===== config.mk =====
export PLATFORM = sky130hd
export DESIGN_NAME = chip_bridge_rx
export DESIGN_NICKNAME = d
export VERILOG_FILES = /design/src/rtl/chip_bridge_pkg.sv /design/src/rtl/chip_bridge_rx_chan.sv /design/src/rtl/chip_bridge_rx.sv
export SDC_FILE = /design/constraint.sdc
export NUM_CORES = 1
export LEC_CHECK = 0
export BUFFER_PORTS_ARGS = -buffer_cell sky130_fd_sc_hd__buf_2
export CAP_MARGIN = 25
export CORE_ASPECT_RATIO = 0.6
export CORE_UTILIZATION = 40
export DETAILED_ROUTE_END_ITERATION = 7
export GPL_ROUTABILITY_DRIVEN = 0
export PLACE_DENSITY = 0.64
export SETUP_SLACK_MARGIN = 0.3
export SLEW_MARGIN = 0
export SYNTH_ARGS = -nofsm -noshare
export SYNTH_HDL_FRONTEND = slang
export SYNTH_SLANG_ARGS = --single-unit

===== constraint.sdc =====
create_clock -name io_clk -period 5.6 [get_ports io_clk]
set_input_delay 1.12 -clock io_clk [delete_from_list [all_inputs] [get_ports io_clk]]
set_output_delay 1.12 -clock io_clk [all_outputs]
set_load 0.005 [all_outputs]

===== src/rtl/chip_bridge_pkg.sv =====
// chip_bridge_pkg: shared widths, channel encodings and channel decode for the chip bridge
package chip_bridge_pkg;
  localparam int NUM_CH = 3;
  localparam int WORD_W = 32;
  localparam int FLIT_W = 64;
  typedef enum logic [1:0] {
    CH_IDLE = 2'b00,
    CH_NOC1 = 2'b01,
    CH_NOC2 = 2'b10,
    CH_NOC3 = 2'b11
  } ch_e;
  function automatic logic [NUM_CH-1:0] ch_decode(input logic [1:0] ch);
    return {ch == CH_NOC3, ch == CH_NOC2, ch == CH_NOC1};
  endfunction
endpackage


===== src/rtl/chip_bridge_rx_chan.sv =====
// chip_bridge_rx_chan: one channel's word FIFO, flit pairing, credit return and overflow detect
module chip_bridge_rx_chan
  import chip_bridge_pkg::*;
#(
  parameter int DEPTH = 8
) (
  input  logic              io_clk,
  input  logic              rst_n,
  input  logic              push,
  input  logic [WORD_W-1:0] data,
  input  logic              rdy,
  output logic [FLIT_W-1:0] flit,
  output logic              val,
  output logic              credit,
  output logic              overflow
);
  localparam int AW = $clog2(DEPTH);
  localparam int CW = AW + 1;
  logic [WORD_W-1:0] mem [DEPTH];
  logic [AW-1:0] wr_ptr, rd_ptr;
  logic [CW-1:0] count, pending, pending_next;
  logic pop, full, accept;
  assign val = count >= CW'(2);
  assign pop = val & rdy;
  assign full = count == CW'(DEPTH);
  assign accept = push & (!full | pop);
  // pending already includes the credit currently on the wire, so it is retired here
  assign pending_next = pending + (pop ? CW'(2) : CW'(0)) - CW'(credit);
  assign flit = val ? {mem[rd_ptr + AW'(1)], mem[rd_ptr]} : '0;
  always_ff @(posedge io_clk) begin
    if (accept) mem[wr_ptr] <= data;
  end
  always_ff @(posedge io_clk or negedge rst_n) begin
    if (!rst_n) begin
      wr_ptr   <= '0;
      rd_ptr   <= '0;
      count    <= '0;
      pending  <= '0;
      credit   <= 1'b0;
      overflow <= 1'b0;
    end else begin
      wr_ptr   <= accept ? wr_ptr + AW'(1) : wr_ptr;
      rd_ptr   <= pop ? rd_ptr + AW'(2) : rd_ptr;
      count    <= count + CW'(accept) - (pop ? CW'(2) : CW'(0));
      pending  <= pending_next;
      credit   <= pending_next != '0;
      overflow <= overflow | (push & full & !pop);
    end
  end
endmodule


===== src/rtl/chip_bridge_rx.sv =====
// chip_bridge_rx: decodes chip words onto three independent channels and returns credits
module chip_bridge_rx
  import chip_bridge_pkg::*;
#(
  parameter int DEPTH = 8
) (
  input  logic              io_clk,
  input  logic              rst_n,
  input  logic [WORD_W-1:0] chip_intf_data,
  input  logic [1:0]        chip_intf_channel,
  output logic [NUM_CH-1:0] chip_intf_credit_back,
  output logic [FLIT_W-1:0] noc1_out_data,
  output logic              noc1_out_val,
  input  logic              noc1_out_rdy,
  output logic [FLIT_W-1:0] noc2_out_data,
  output logic              noc2_out_val,
  input  logic              noc2_out_rdy,
  output logic [FLIT_W-1:0] noc3_out_data,
  output logic              noc3_out_val,
  input  logic              noc3_out_rdy,
  output logic              overflow_err
);
  logic [NUM_CH-1:0] push, rdy, val, ovf;
  logic [FLIT_W-1:0] flit [NUM_CH];
  assign push = ch_decode(chip_intf_channel);
  assign rdy = {noc3_out_rdy, noc2_out_rdy, noc1_out_rdy};
  for (genvar c = 0; c < NUM_CH; c++) begin : g_ch
    chip_bridge_rx_chan #(.DEPTH(DEPTH)) u_chan (
      .io_clk   (io_clk),
      .rst_n    (rst_n),
      .push     (push[c]),
      .data     (chip_intf_data),
      .rdy      (rdy[c]),
      .flit     (flit[c]),
      .val      (val[c]),
      .credit   (chip_intf_credit_back[c]),
      .overflow (ovf[c])
    );
  end
  assign noc1_out_data = flit[0];
  assign noc2_out_data = flit[1];
  assign noc3_out_data = flit[2];
  assign noc1_out_val = val[0];
  assign noc2_out_val = val[1];
  assign noc3_out_val = val[2];
  assign overflow_err = |ovf;
endmodule


==> results.py <==
metrics = {
    "synth": {
        "ys_top_cells_by_area": "edfxtp_1 (73%), mux4_2 (14%), and2_1 (3.8%)",
        "avgSynthCellArea_um2": 22.0,
        "synth_top_cell_by_area": "edfxtp_1",
        "synth_top_area_share_pct": 73.4,
        "seq_area_frac_synth_pct": 77.0,
        "synth-main-ff-cell": "edfxtp_1",
        "synth.distinct_cells": 39,
        "synthCells": 1426,
        "synth_most_common_cell": "edfxtp_1",
        "synth_edf_count": 768,
        "syn_nets": 1494,
        "synth_commonest_cells": "edfxtp_1 (768), and2_1 (192), mux4_2 (192), dfrtp_1 (45), inv_1 (28)",
        "async_flop_share_pct": 5.54,
        "synth.ff_latch_count": 813,
        "yosysWarnings": 0,
        "synth_area_mm2": 0.0314,
    },
    "clock_network": {
        "cts_made_buffers": 77,
        "clk_pin_slew_ps": 60,
        "cts_num_sinks": 813,
        "clock-root-buffer": "clkbuf_16",
        "post_cts_resized": 0,
        "tritoncts": "yes",
        "clk-insertion-delay-late_ps": 630,
        "htreeDepth": 3,
        "clock_path_buffers": 3,
        "postCtsHoldBufs": 0,
        "postCtsSetupRepairBufs": 0,
    },
    "worst_setup_path": {
        "rrSetupSlack_ps": 2580,
        "critPathKind": "reg2out",
        "crit_path_top_delay_cell": "dfrtp_4",
        "arrival_ps": 2970,
        "critical_path.top_delay_family": "flip-flops",
        "crit_path_start_kind": "register",
        "cp.buffers_inverters": 2,
        "critPathMaxFanout": 46,
        "crit_chain": "buf_4 -> mux4_2 -> and2_1 -> buf_2",
        "critPathRequiredTime_ps": 4480,
        "end_kind": "output port",
        "cpPeakStageDelay_ps": 1030,
    },
    "timing": {
        "hold_viol": 0,
        "fin_tns_setup_ps": 0,
        "slew_viol_final": 0,
        "fmax_mhz": 244,
        "rsz0062_at_grt": "no",
        "finalSetupViolCount": 0,
        "finalCritPeriodShare_pct": 73.0,
        "skew_ps": 13.9,
        "period_minus_slack_ps": 4090,
        "max-slew-margin-rel_pct": 30.9,
        "worst_pin_slew_ps": 1040,
    },
    "pwr": {
        "p_leak_nw": 12.2,
        "p_per_area_mw_per_mm2": 504,
        "power_w": 0.0183,
        "irDropWorstVdd_v": 0.000337,
    },
    "cells_and_area": {
        "area_growth_pct": 15.5,
        "final_cells": 2821,
        "drive_gt1_share_pct": 34.1,
        "nNetsFinal": 1768,
        "fill_cells": 6417,
    },
    "floorplan": {
        "placement_rows": 79,
        "die_y_um": 219,
        "fp.coreArea_mm2": 0.0776,
        "ios": 238,
        "die_w_um": 364,
        "dieArea_mm2": 0.0797,
        "start_util_pct": 40.5,
    },
    "routing": {
        "drtAntennaViolNets": 0,
        "drt_first_pass_iters": 5,
        "drc": 0,
        "drt_first_iter_violations": 1458,
        "m1WireLength_mm": 32.5,
        "dr_total_vias": 14600,
        "vias_per_cell": 5.19,
        "top_layer_used": "met4",
        "wl_mm": 69.2,
        "wl_per_cell_um": 24.5,
        "dr_wl_met3_mm": 4.26,
        "dr_wl_met2_mm": 31.4,
    },
    "grt": {
        "grt_pass1_vias": 14900,
        "grt_max_degree": 68,
        "globalRouteOverflowTotal": 0,
        "grt_pass1_wl_mm": 100,
        "antenna_found_initial": 3,
        "track_usage_pct": 17.5,
    },
    "min_path": {
        "hold_class": "in2async",
    },
    "placement": {
        "hpwl_mm": 41.5,
        "dp.cells": 2673,
        "io_buffer_count": 237,
    },
    "run": {
        "drv_cap": 0,
    },
    "outcome": {
        "outcome": "finished, final reports clean",
    },
}
[state kept, by name, summed over array words and instances, names as in the netlist]
register and count:
g_ch.u_chan.overflow 3, g_ch.u_chan.pending 12, g_ch.u_chan.rd_ptr 6, g_ch.u_chan.mem 768, g_ch.u_chan.count 12, g_ch.u_chan.credit 3, g_ch.u_chan.wr_ptr 9
[power breakdown]
group	internal, W	switching [W]
sequential	0.00729	0.000618
combinational	0.00278	0.00252
clock	0.00283	0.00225
total	0.0129	0.00539
[final cells by class]
class	instances	area, um^2	area share, %
antenna	6	15.0	0.0414
clock buffer	87	2010	5.53
clock inverter	54	418	1.15
inverter	28	105	0.290
multi-input combinational	516	6790	18.7
sequential	813	24200	66.7
tap	1053	1320	3.63
timing repair buffer	264	1430	3.93
[routing by layer]
layer  up-vias  track usage (%)
li1       6306                -
met1      7827             26.5
met2       430             26.1
met3        84             3.49
met4         0             3.92
met5         -                0
[metrics by stage]
stage	utilization, %	hold WS (ps)	cell area, um^2	worst slack (ps)
after floorplan	-	428	31400	349
after global placement	43.6	440	33800	2080
after detailed placement	43.6	453	33800	1980
after CTS	46.7	356	36300	1390
after global routing	46.7	389	36300	1280
final	46.8	390	36300	1510
[worst paths after layout]
kind                                                from                        end  cells past startpoint
worst max-delay path            g_ch[0].u_chan.rd_ptr[1]          noc1_out_data[53]                      4
worst min-delay path                               rst_n  g_ch[0].u_chan.pending[0]                      1
worst max register to register   g_ch[2].u_chan.count[2]      g_ch[2].u_chan.credit                      9
worst min register to register   g_ch[2].u_chan.overflow    g_ch[2].u_chan.overflow                      1
max in group asynchronous                          rst_n   g_ch[2].u_chan.rd_ptr[1]                      2
min in group io_clk              g_ch[2].u_chan.overflow    g_ch[2].u_chan.overflow                      1
[cell families (layout without fill, tap and decap cells)]
family          Yosys count  after routing  synth area share [%]
other cells               0              6                     0
simple gates            252            252                  5.20
fa+ha+maj                29             29                  1.23
mux                     195            195                  13.9
compound gates           13             13                 0.271
xor+xnor                 27             27                 0.753
buf+inv                  97            433                  1.69
flops                   813            813                  77.0
[placed cells by master, fill, tap and decap left out, drive strengths merged, types with 6 or more instances in the layout]
master / synthesis / layout
edfxtp: 768 / 768
buf: 45 / 264
mux4: 192 / 192
and2: 192 / 192
clkbuf: 24 / 87
dfrtp: 45 / 45
inv: 28 / 35
clkinv: 0 / 35
ha: 26 / 26
xnor2: 14 / 14
xor2: 13 / 13
nand2b: 13 / 13
and4b: 9 / 9
clkinvlp: 0 / 7
diode: 0 / 6
nand2: 6 / 6
(Power assumes the default switching activity.)
